$ cat src/rtl/m3cfg_pkg.sv
// Shared types and constants for the motor configuration UART receiver.
// Byte-lane layout of the default 24-bit configuration bus.
package m3cfg_pkg;

  localparam logic [7:0] SYNC_BYTE = 8'hA5;

  // Lane LSB positions of the 24-bit bus {pos1_neg0, perCent, speed}
  localparam int FLD_POS1_NEG0_LSB = 16;
  localparam int FLD_PERCENT_LSB   = 8;
  localparam int FLD_SPEEDH8_LSB   = 8;
  localparam int FLD_SPEEDL8_LSB   = 0;

  typedef enum logic [1:0] {
    RX_IDLE,
    RX_START,
    RX_DATA,
    RX_STOP
  } rx_state_e;

  typedef enum logic [1:0] {
    P_HUNT,
    P_DATA,
    P_CHK
  } prs_state_e;

endpackage

$ cat src/rtl/uart_rx_byte.sv
// 8N1 byte receiver: input synchroniser plus bit-level FSM.
// Emits each good byte with a one-cycle strobe, or a framing error pulse.
module uart_rx_byte
  import m3cfg_pkg::*;
#(
  parameter int CPB = 86
) (
  input  logic       clk,
  input  logic       rst,
  input  logic       rx_i,
  output logic [7:0] byte_o,
  output logic       valid_o,
  output logic       err_frame_o
);

  localparam int CW = $clog2(CPB + 1);
  localparam logic [CW-1:0] HALF = CW'(CPB / 2);
  localparam logic [CW-1:0] LAST = CW'(CPB - 1);

  logic          sync1_q;
  logic          sync2_q;
  logic          prev_q;
  logic          fall;
  rx_state_e     state_q;
  rx_state_e     state_d;
  logic [CW-1:0] cnt_q;
  logic [CW-1:0] cnt_d;
  logic [2:0]    bit_q;
  logic [2:0]    bit_d;
  logic [7:0]    shift_q;
  logic [7:0]    shift_d;
  logic [7:0]    byte_q;
  logic          valid_q;
  logic          ferr_q;
  logic          stop_ok;
  logic          stop_bad;

  assign fall = prev_q & ~sync2_q;

  // Two-flop synchroniser and edge-detect history, idle high
  always_ff @(posedge clk or posedge rst) begin
    if (rst) begin
      sync1_q <= 1'b1;
      sync2_q <= 1'b1;
      prev_q  <= 1'b1;
    end else begin
      sync1_q <= rx_i;
      sync2_q <= sync1_q;
      prev_q  <= sync2_q;
    end
  end

  // Bit FSM state register
  always_ff @(posedge clk or posedge rst) begin
    if (rst) state_q <= RX_IDLE;
    else     state_q <= state_d;
  end

  // Bit FSM next state: mid-start glitch reject, 8 data bits, stop
  always_comb begin
    state_d = state_q;
    unique case (state_q)
      RX_IDLE:  if (fall) state_d = RX_START;
      RX_START: begin
        if (cnt_q == HALF)
          state_d = sync2_q ? RX_IDLE : RX_DATA;
      end
      RX_DATA: begin
        if (cnt_q == LAST && bit_q == 3'd7)
          state_d = RX_STOP;
      end
      RX_STOP:  if (cnt_q == LAST) state_d = RX_IDLE;
      default:  state_d = RX_IDLE;
    endcase
  end

  // Bit FSM outputs: counter, bit index, shifter and stop verdict
  always_comb begin
    cnt_d    = cnt_q + 1'b1;
    bit_d    = bit_q;
    shift_d  = shift_q;
    stop_ok  = 1'b0;
    stop_bad = 1'b0;
    unique case (state_q)
      RX_IDLE: cnt_d = '0;
      RX_START: begin
        if (cnt_q == HALF) begin
          cnt_d = '0;
          bit_d = '0;
        end
      end
      RX_DATA: begin
        if (cnt_q == LAST) begin
          cnt_d   = '0;
          bit_d   = bit_q + 1'b1;
          shift_d = {sync2_q, shift_q[7:1]};
        end
      end
      RX_STOP: begin
        if (cnt_q == LAST) begin
          cnt_d    = '0;
          stop_ok  = sync2_q;
          stop_bad = ~sync2_q;
        end
      end
      default: cnt_d = '0;
    endcase
  end

  // Datapath registers and registered strobes
  always_ff @(posedge clk or posedge rst) begin
    if (rst) begin
      cnt_q   <= '0;
      bit_q   <= '0;
      shift_q <= '0;
      byte_q  <= '0;
      valid_q <= 1'b0;
      ferr_q  <= 1'b0;
    end else begin
      cnt_q   <= cnt_d;
      bit_q   <= bit_d;
      shift_q <= shift_d;
      valid_q <= stop_ok;
      ferr_q  <= stop_bad;
      if (stop_ok) byte_q <= shift_q;
    end
  end

  assign byte_o      = byte_q;
  assign valid_o     = valid_q;
  assign err_frame_o = ferr_q;

endmodule

$ cat src/rtl/uart_rx_set_config.sv
// Frame parser on top of uart_rx_byte: A5, data bytes MSB first, sum.
// A verified frame replaces the live configuration bus.
module uart_rx_set_config
  import m3cfg_pkg::*;
#(
  parameter int CLK_HZ    = 10_000_000,
  parameter int BAUD      = 115200,
  parameter int busWIDTH  = 24,
  parameter int TOUT_BITS = 20
) (
  input  logic                clk,
  input  logic                rst,
  input  logic                uRx,
  input  logic [busWIDTH-1:0] busDefault,
  output logic [busWIDTH-1:0] busNow,
  output logic                cfgUpdate,
  output logic [7:0]          rxByte,
  output logic                rxValid,
  output logic                errFrame,
  output logic                errChk
);

  localparam int CPB   = CLK_HZ / BAUD;
  localparam int NBYTE = busWIDTH / 8;
  localparam int IW    = $clog2(NBYTE + 1);
  localparam int TW    = $clog2(TOUT_BITS * CPB + 1);
  localparam logic [IW-1:0] LASTIDX = IW'(NBYTE - 1);
  localparam logic [TW-1:0] TLIM    = TW'(TOUT_BITS * CPB);

  logic [7:0]          rx_byte;
  logic                rx_valid;
  logic                rx_ferr;
  logic                timeout;
  prs_state_e          pst_q;
  prs_state_e          pst_d;
  logic [IW-1:0]       idx_q;
  logic [IW-1:0]       idx_d;
  logic [7:0]          sum_q;
  logic [7:0]          sum_d;
  logic [busWIDTH-1:0] stage_q;
  logic [busWIDTH-1:0] stage_d;
  logic [busWIDTH-1:0] cfg_q;
  logic [busWIDTH-1:0] cfg_d;
  logic                loaded_q;
  logic                loaded_d;
  logic                upd_q;
  logic                upd_d;
  logic                echk_q;
  logic                echk_d;
  logic [TW-1:0]       tout_q;
  logic [TW-1:0]       tout_d;

  uart_rx_byte #(
    .CPB(CPB)
  ) u_rx (
    .clk        (clk),
    .rst        (rst),
    .rx_i       (uRx),
    .byte_o     (rx_byte),
    .valid_o    (rx_valid),
    .err_frame_o(rx_ferr)
  );

  // A stalled frame expires; a completing byte or framing error wins
  assign timeout = (pst_q != P_HUNT) && (tout_q == TLIM) &&
                   !rx_valid && !rx_ferr;

  // Parser state register
  always_ff @(posedge clk or posedge rst) begin
    if (rst) pst_q <= P_HUNT;
    else     pst_q <= pst_d;
  end

  // Parser next state; framing error and timeout force a resync
  always_comb begin
    pst_d = pst_q;
    if (rx_ferr || timeout) begin
      pst_d = P_HUNT;
    end else if (rx_valid) begin
      unique case (pst_q)
        P_HUNT: if (rx_byte == SYNC_BYTE) pst_d = P_DATA;
        P_DATA: if (idx_q == LASTIDX) pst_d = P_CHK;
        P_CHK:  pst_d = P_HUNT;
        default: pst_d = P_HUNT;
      endcase
    end
  end

  // Parser outputs: staging, running sum, commit and error pulses
  always_comb begin
    idx_d    = idx_q;
    sum_d    = sum_q;
    stage_d  = stage_q;
    cfg_d    = cfg_q;
    loaded_d = loaded_q;
    upd_d    = 1'b0;
    echk_d   = 1'b0;
    tout_d   = (pst_q == P_HUNT || rx_valid) ? '0 : tout_q + 1'b1;
    unique case (1'b1)
      rx_ferr: ;
      timeout: echk_d = 1'b1;
      rx_valid && pst_q == P_HUNT: begin
        idx_d = '0;
        sum_d = '0;
      end
      rx_valid && pst_q == P_DATA: begin
        stage_d = busWIDTH'({stage_q, rx_byte});
        sum_d   = sum_q + rx_byte;
        idx_d   = idx_q + 1'b1;
      end
      rx_valid && pst_q == P_CHK: begin
        if (rx_byte == sum_q) begin
          cfg_d    = stage_q;
          loaded_d = 1'b1;
          upd_d    = 1'b1;
        end else begin
          echk_d = 1'b1;
        end
      end
      default: ;
    endcase
  end

  // Parser datapath and configuration registers
  always_ff @(posedge clk or posedge rst) begin
    if (rst) begin
      idx_q    <= '0;
      sum_q    <= '0;
      stage_q  <= '0;
      cfg_q    <= '0;
      loaded_q <= 1'b0;
      upd_q    <= 1'b0;
      echk_q   <= 1'b0;
      tout_q   <= '0;
    end else begin
      idx_q    <= idx_d;
      sum_q    <= sum_d;
      stage_q  <= stage_d;
      cfg_q    <= cfg_d;
      loaded_q <= loaded_d;
      upd_q    <= upd_d;
      echk_q   <= echk_d;
      tout_q   <= tout_d;
    end
  end

  assign busNow    = loaded_q ? cfg_q : busDefault;
  assign cfgUpdate = upd_q;
  assign errChk    = echk_q;
  assign rxByte    = rx_byte;
  assign rxValid   = rx_valid;
  assign errFrame  = rx_ferr;

endmodule

$ cat config.mk
export PLATFORM = sky130hd
export DESIGN_NAME = uart_rx_set_config
export DESIGN_NICKNAME = d
export VERILOG_FILES = /design/src/rtl/m3cfg_pkg.sv /design/src/rtl/uart_rx_byte.sv /design/src/rtl/uart_rx_set_config.sv
export SDC_FILE = /design/constraint.sdc
export NUM_CORES = 1
export LEC_CHECK = 0
export ABC_AREA = 1
export ABC_CLOCK_PERIOD_IN_PS = 4260
export CAP_MARGIN = 25
export CORE_MARGIN = 10
export CORE_UTILIZATION = 36
export CTS_CLUSTER_DIAMETER = 40
export DETAILED_ROUTE_END_ITERATION = 16
export GPL_TIMING_DRIVEN = 0
export PLACE_DENSITY_LB_ADDON = 0.05
export SLEW_MARGIN = 15
export SYNTH_ARGS = -nofsm -noshare
export SYNTH_HDL_FRONTEND = slang
export SYNTH_SLANG_ARGS = --single-unit
$ cat constraint.sdc
create_clock -name clk -period 4.26 [get_ports clk]
set_input_delay 0.852 -clock clk [delete_from_list [all_inputs] [get_ports clk]]
set_output_delay 0.852 -clock clk [all_outputs]
set_load 0.01 [all_outputs]
## Word level (Yosys, flattened, before mapping)

Index checks and enable logic that the tools add are counted.

- Register bits: 107
- Input bits: 27
- Output and inout bits: 36
- Word-level logic and storage cells: 97

- Add/sub/neg operators: 5
- Equal/unequal tests: 19
- Mux-type cells: 29
- Bitwise gates (word level): 2
- Reduce and logical (&&, ||, !) cells: 23

Operator list:

| operator | count |
|---|---|
| $mux W24 | 1 |
| $pmux W7 S3 | 1 |
| $mux W2 | 9 |
| $pmux W8 S2 | 1 |
| $mux W7 | 2 |
| $add A11 B1 Y11 const B | 1 |
| $eq A11 B11 Y1 const B | 1 |
| $mux W11 | 1 |
| $ne A2 B1 Y1 const B | 5 |
| $add A8 B8 Y8 | 1 |
| $eq A2 B2 Y1 const B | 4 |
| $eq A8 B8 Y1 | 1 |
| $eq A8 B8 Y1 const B | 1 |
| $pmux W2 S2 | 2 |
| $pmux W2 S4 | 1 |
| $reduce_bool A2 Y1 | 4 |
| $add A7 B1 Y7 const B | 1 |
| $eq A7 B6 Y1 const B | 1 |
| $eq A7 B7 Y1 const B | 1 |
| $logic_and A1 B1 Y1 | 7 |
| $mux W1 | 7 |
| $mux W3 | 2 |
| $ne A3 B3 Y1 const B | 2 |
| $pmux W3 S2 | 1 |
| other kinds (14) | 20 |

## Longest topological paths before layout

Gate-level depths: netlist of the first run.

- Depth in word-level cells: 7
- Mapped depth: 10
- Depth with buffers taken out: 10

## Hierarchy

A second synthesis of the first run with hierarchy kept.

- Cell total of the unflattened synthesis: 633
- Area total of the unflattened synthesis: 5208.7 sq um

Modules (own cells, without submodules):

| module | instances | cells an instance | area each (sq um) | sequential area each (sq um) |
|---|---|---|---|---|
| uart_rx_set_config | 1 | 469 | 3707.3 | 1851.8 |
| uart_rx_byte | 1 | 164 | 1501.4 | 829.5 |

## Worst setup path after synthesis of the first run

OpenSTA, ideal clock, no wires.

- Path type: input-to-output
- Start point: in busDefault[0]
- End point: out busNow[0]
- Data arrival time: 1.124 ns
- Data required time: 3.408 ns
- Slack: 2.284 ns
- Cell stages on the path: 1
- Path buffers: 0
- Path through: mux2_2

- Word-level cells in the longest chain between the ends: 1

Ends and longest elaborated chain:

| element | RTL line | RTL |
|---|---|---|
| start, declared | uart_rx_set_config.sv:14 | `input logic [busWIDTH-1:0] busDefault,` |
| $mux W24 | uart_rx_set_config.sv:147 | `assign busNow = loaded_q ? cfg_q : busDefault;` |
| end, declared | uart_rx_set_config.sv:15 | `output logic [busWIDTH-1:0] busNow,` |

Every way passes these cells.

## Final worst setup path of the first run

- Start point: in busDefault[5]
- End point: out busNow[5]

The elaborated chain is that of the path after synthesis.

==> run metrics, run 1 <==
status completed; gr ovfl total 0; # clock sinks 107; post-route ant nets 0; CP Capture Type output pin; Seq cells post-synth 107; clock latency on the worst-skew pair 0.35 ns; Clock Skew 0.007895 ns; Data required, critical path 3.41 ns; vias in the first global route 3889; routability cong. 0.8133; DR vias 3815; Max-cap violations 0; area delta synth->final 23.51%; Worst setup SP type input pin; I/O Buffers 62; HP Start u_rx.sync1_q; power per standard cell area 350.5 mW/mm^2; CORE AREA 0.01399 mm^2; maximum vdd ir drop 0.1720 mV; Initial Utilization 0.3716; die area 0.01965 mm^2; Tot GR Track Use 0.1208; residual DRC count 0; H-tree lvl count 3; placed cell area 0.006077 mm^2; Rel. slew slack 0.7001; Final Hold Vio Count 0; post-synthesis sequential area ratio 0.5158; Final Max Tran Viols 0; initial antenna violation count 0; clock tree buffer depth 2; min Tclk post-route 2.853 ns; WS Path Type in2out; Antenna diodes 0; CP max FO 1; final WL 11.46 mm; hold_buf cts 0; share of cells above drive strength 1 0.1508; CTS tree done; DR WL/cell 13.80 um; most frequent cells in the layout 156 x nand2_1, 104 x dfrtp_1, 72 x inv_1, 62 x clkdlybuf4s50_1, 46 x o21ai_0; actual slew at the worst max-slew pin 0.4498 ns; unrepaired setup endpoints after global routing false; Setup TNS 0 ns; Finished Cell Area 0.006421 mm^2; syn_area_per_cell 9.105 um^2; dpl hpwl 8.427 mm; first-pass GRT wire length 19.67 mm; drt pass-1 iters 4; Area contributors post-synth dfrtp_1 50%, nand2_1 11%, inv_1 5.3%, mux2_2 5.2%, o21ai_0 4.4%; row cnt 43; worst r2r src u_rx.byte_o[3]; Total Power 0.002251 W; Leakage 3.013 nW; chip height 140.2 um; commonest non-fill, non-tap cell in the layout nand2_1; Peak Freq 350.5 MHz; Post-synth top flop dfrtp_1; leading area contributor after synthesis dfrtp_1; Final period util 0.6698; Critical path origin busDefault[5]; Cell variety after synth 34; nets@finish 691; worst hold path class reg2reg; Post-Syn Area 0.005199 mm^2; DRT iter0 DRCs 173; clk slew on worst S/H paths 0.07 ns; final setup violating endpoints 0; post-synth top area share 0.5006; maximum number of pins on one net before global-route repair 75; Setup Fix Bufs, Post-CTS 0; Via density 4.596; Mapped Cells 571; Async SR Flop Fraction 1.000; number of synthesized flops with an enable pin 0; Yosys warnings 0; io pins 63; CTS Root Buffer Type clkbuf_16; Die W 140.2 um; total clock buffers created by CTS 9; critical path arrival 2.00 ns; cts repair resizes 0; Net Count, Synth 617
cell families (layout without fill, tap and decap cells):
family                     after synthesis  in the layout  synth area share
and+or+nand+nor                        238            238            0.1949
DFF                                    107            107            0.5158
buffers and inverters                   92            171           0.07870
AOI/OAI and AO/OA                       85             85            0.1013
muxes                                   24             24           0.05199
adders and majority gates               19             19           0.04717
xor gates and xnor gates                 6              6           0.01011
worst paths after layout:
kind                                     end  slack [ns]  depth (start not counted)
worst min register to register  u_rx.sync2_q        0.36                          0
min in group asynchronous          cfg_q[21]        0.86                          2
worst max-delay path               busNow[5]        1.41                          3
worst min-delay path            u_rx.sync2_q        0.36                          0
worst max register to register      cfg_q[7]        2.35                          7
max in group asynchronous       u_rx.sync1_q        2.70                          3
critical path: stages:
cell	delay [ns]
clkdlybuf4s50_1	0.40
mux2_2	0.26
clkdlybuf4s50_1	0.49
metrics by stage:
stage,hold slack (ns),utilization,setup WS [ns],instances
2_1_floorplan,0.3452,-,0.5957,571
3_3_place_gp,0.3463,0.4321,-1.166,813
3_5_place_dp,0.3473,0.4344,1.392,814
4_1_cts,0.3575,0.4590,1.370,830
5_1_grt,0.3620,0.4590,1.325,830
6_report,0.3568,0.4590,1.407,830
cells in the mapped netlist (all sizes together) (2+ instances only):
| master | count |
|---|---|
| mux2 | 24 |
| ha | 18 |
| nor3 | 8 |
| buf | 13 |
| nand3 | 27 |
| xnor2 | 4 |
| o21ai | 70 |
| clkbuf | 2 |
| inv | 77 |
| xor2 | 2 |
| nand2 | 157 |
| or2 | 2 |
| dfrtp | 104 |
| nand4 | 3 |
| a21oi | 11 |
| a22o | 2 |
| dfstp | 3 |
| nor2 | 39 |
report_power, final:
group	internal, W	leakage (nW)	switching, W	total (W)
clock network	0.000592	0.163	0.000376	0.000967
registers	0.00103	1.48	0.0000188	0.00105
logic	0.0000959	1.37	0.000136	0.000232
total	0.00172	3.01	0.000530	0.00225
state kept, by name, summed over array words and instances (netlist names), 2 cells and up, named ones only:
name          flops
cfg_q            24
stage_q          24
tout_q           11
sum_q             8
u_rx.byte_o       8
u_rx.shift_q      8
u_rx.cnt_q        7
u_rx.bit_q        3
idx_q             2
pst_q             2
routing by layer:
metal | GRT usage | wire (um)
met4 | 0.04837 | 176
met1 | 0.1529 | 5461
met2 | 0.1936 | 5352
met5 | 0 | 0
met3 | 0.02907 | 468
cell type report:
class / instances / area (um^2)
fill: 1379 / 7567
sequential: 107 / 2681
multi-input combinational: 372 / 2108
timing repair buffer: 63 / 648.1
inverter: 77 / 294.0
clock buffer: 12 / 246.5
tap: 180 / 225.2
buffer: 15 / 120.1
clock inverter: 4 / 97.59
No activity file was read; power rests on OpenSTA's default activity.
==> inputs of run 2 (changes only) <==
ABC_CLOCK_PERIOD_IN_PS = 2610   (was 4260)
clock period = 2.61 ns   (was 4.26 ns; I/O delays follow)
==> run 2 against run 1 <==
  * Clock power up 37%
  * Setup slack worse by 1.3 ns
  * Die area unchanged
  * Via count up 0.76%
  * Power up 52%
  * First-iteration DRC count down 6.4%
  * Critical path depth up 1
  * Critical path type is now reg2out
==> run metrics, run 2 (same netlist as run 1, synthesis figures left out) <==
Comb power frac 0.113 (+0.010); maximum vdd ir drop 0.2923 mV (+70%); Pint 0.002530 W (+47%); Non-Filler Instances 832 (+0.24%); area delta synth->final 23.06%; switching power share of the total 0.2600 (+0.02434); Net Switching 0.0008888 W (+68%); Largest regs cfg_q (24), stage_q (24), tout_q (11); Setup Fix Bufs, Post-CTS 0 (unchanged); die area 0.01965 mm^2 (unchanged); gr ovfl total 0 (unchanged); Initial Utilization 0.3716 (unchanged); io pins 63 (unchanged); initial antenna violation count 0 (unchanged); Final Hold Vio Count 0 (unchanged); most frequent cells in the layout 156 x nand2_1, 104 x dfrtp_1, 72 x inv_1, 62 x clkdlybuf4s50_1, 46 x o21ai_0; Final Max Tran Viols 0 (unchanged); routability cong. 0.8471 (+4.2%); Via density 4.620 (+0.52%); power per standard cell area 534.4 mW/mm^2 (+52%); placed cell area 0.006108 mm^2 (+0.51%); FF-to-FF setup slack 0.70 ns (-1.65 ns); total clock buffers created by CTS 9 (unchanged); Total Power 0.003419 W (+52%); CORE AREA 0.01399 mm^2 (unchanged); clock tree buffer depth 2 (unchanged); CTS tree done; Max-cap violations 0 (unchanged); clk slew on worst S/H paths 0.08 ns (about the same); Tot GR Track Use 0.1220 (+0.001219); maximum number of pins on one net before global-route repair 32 (-57%); Die W 140.2 um (unchanged); Clock Power Share 0.385 (-0.045); post-route ant nets 0 (unchanged); Rel. slew slack 0.6489 (-0.05126); H-tree lvl count 3 (unchanged); dpl hpwl 8.758 mm (+3.9%); DR vias 3844 (+0.76%); CP Capture Type output pin; first-pass GRT wire length 20.02 mm (+1.8%); actual slew at the worst max-slew pin 0.5256 ns (+0.07578 ns); clock latency on the worst-skew pair 0.35 ns (about the same); hold_buf cts 0 (unchanged); I/O Buffers 62 (unchanged); unrepaired setup endpoints after global routing false; CTS Root Buffer Type clkbuf_16; status completed; cts repair resizes 0 (unchanged); Finished Cell Area 0.006397 mm^2 (-0.37%); row cnt 43 (unchanged); Data required, critical path 2.09 ns (-1.32 ns); final setup violating endpoints 0 (unchanged); worst hold path class reg2reg; Peak Freq 398.9 MHz; min Tclk post-route 2.507 ns; residual DRC count 0 (unchanged); share of power burned in registers 0.502 (+0.035); chip height 140.2 um (unchanged); fillers 1354 (-1.8%); drt pass-1 iters 4 (unchanged); DR WL/cell 13.81 um (about the same); critical path arrival 1.99 ns (about the same); WS Path Type reg2out; Final period util 0.9606; CP max FO 10 (+9); # clock sinks 107 (unchanged); Leakage 3.000 nW (-0.44%); Clock Skew 0.008541 ns (+0.0006460 ns); vias in the first global route 4011 (+3.1%); final WL 11.49 mm (+0.26%); Worst setup SP type flip-flop; Inst Count DP 816 (+0.25%); Antenna diodes 0 (unchanged); DRT iter0 DRCs 162 (-6.4%); nets@finish 693 (+0.29%); share of cells above drive strength 1 0.1564 (+0.005672); commonest non-fill, non-tap cell in the layout nand2_1
[run 2: cell count changes in the layout (fill, tap and decap cells not counted)]
cell	before	now
buf_12	0	3
bufinv_16	3	0
clkbuf_1	3	1
clkinv_4	0	2
buf_16	1	0
buf_2	5	4
clkbuf_4	0	1
clkinv_2	0	1
clkinvlp_4	1	2
inv_6	1	2
[run 2: final timing paths]
path,startpoint,depth (start not counted),endpoint
worst min register to register,u_rx.sync1_q,0,u_rx.sync2_q
worst max-delay path,loaded_q,4,busNow[15]
worst max register to register,u_rx.byte_o[3],7,cfg_q[6]
min in group asynchronous,rst,2,tout_q[10]
worst min-delay path,u_rx.sync1_q,0,u_rx.sync2_q
max in group asynchronous,rst,4,u_rx.byte_o[1]
[run 2: power by group through the flow]
stage	clock, W	combinational, W	sequential, W
CTS	0.00137	0.000395	0.00171
floorplan	0	0.000246	0.00174
detailed placement	0	0.000394	0.00175
global placement	0	0.000373	0.00175
finish	0.00132	0.000386	0.00172
global route	0.00143	0.000445	0.00172
[run 2: per-layer routing]
layer / global-route usage / vias up / wire length [um]
met5: 0 / - / 0
met4: 0.05109 / 0 / 233
met3: 0.02637 / 16 / 416
met2: 0.2015 / 57 / 5403
met1: 0.1503 / 1803 / 5434
li1: - / 1968 / -
[run 2: critical path, cell delays in order, from the launching register on]
cell             delay, ns
dfrtp_1               0.32
buf_2                 0.18
buf_2                 0.28
mux2_2                0.36
clkdlybuf4s50_1       0.49
[run 2: area by class of cell]
cell class / instances / area, um^2 / area share
Timing Repair Buffer: 65 / 680.7 / 0.1064
Clock inverter: 6 / 47.55 / 0.007432
Tap cell: 180 / 225.2 / 0.03520
Sequential cell: 107 / 2681 / 0.4191
Clock buffer: 10 / 239.0 / 0.03736
Multi-Input combinational cell: 372 / 2108 / 0.3296
Buffer: 15 / 122.6 / 0.01917
Inverter: 77 / 292.8 / 0.04577
[run 2: per-stage QoR]
| step | hold WS [ns] | TNS, ns | utilization | worst slack, ns |
|---|---|---|---|---|
| final | 0.3573 | 0 | 0.4573 | 0.1029 |
| after CTS | 0.3571 | 0 | 0.4572 | 0.04143 |
| after global routing | 0.3704 | 0 | 0.4573 | 0.004992 |
| after detailed placement | 0.3468 | 0 | 0.4367 | 0.3984 |
| after global placement | 0.3462 | -37.43 | 0.4324 | -0.3684 |
| after floorplan | 0.3452 | 0 | - | 0.8029 |
==> inputs of run 3 (changes only) <==
GPL_ROUTABILITY_DRIVEN = 1   (was not set)
==> results of run 3 <==
Same layout as run 2: the final DEF is identical, and so are final timing and power.
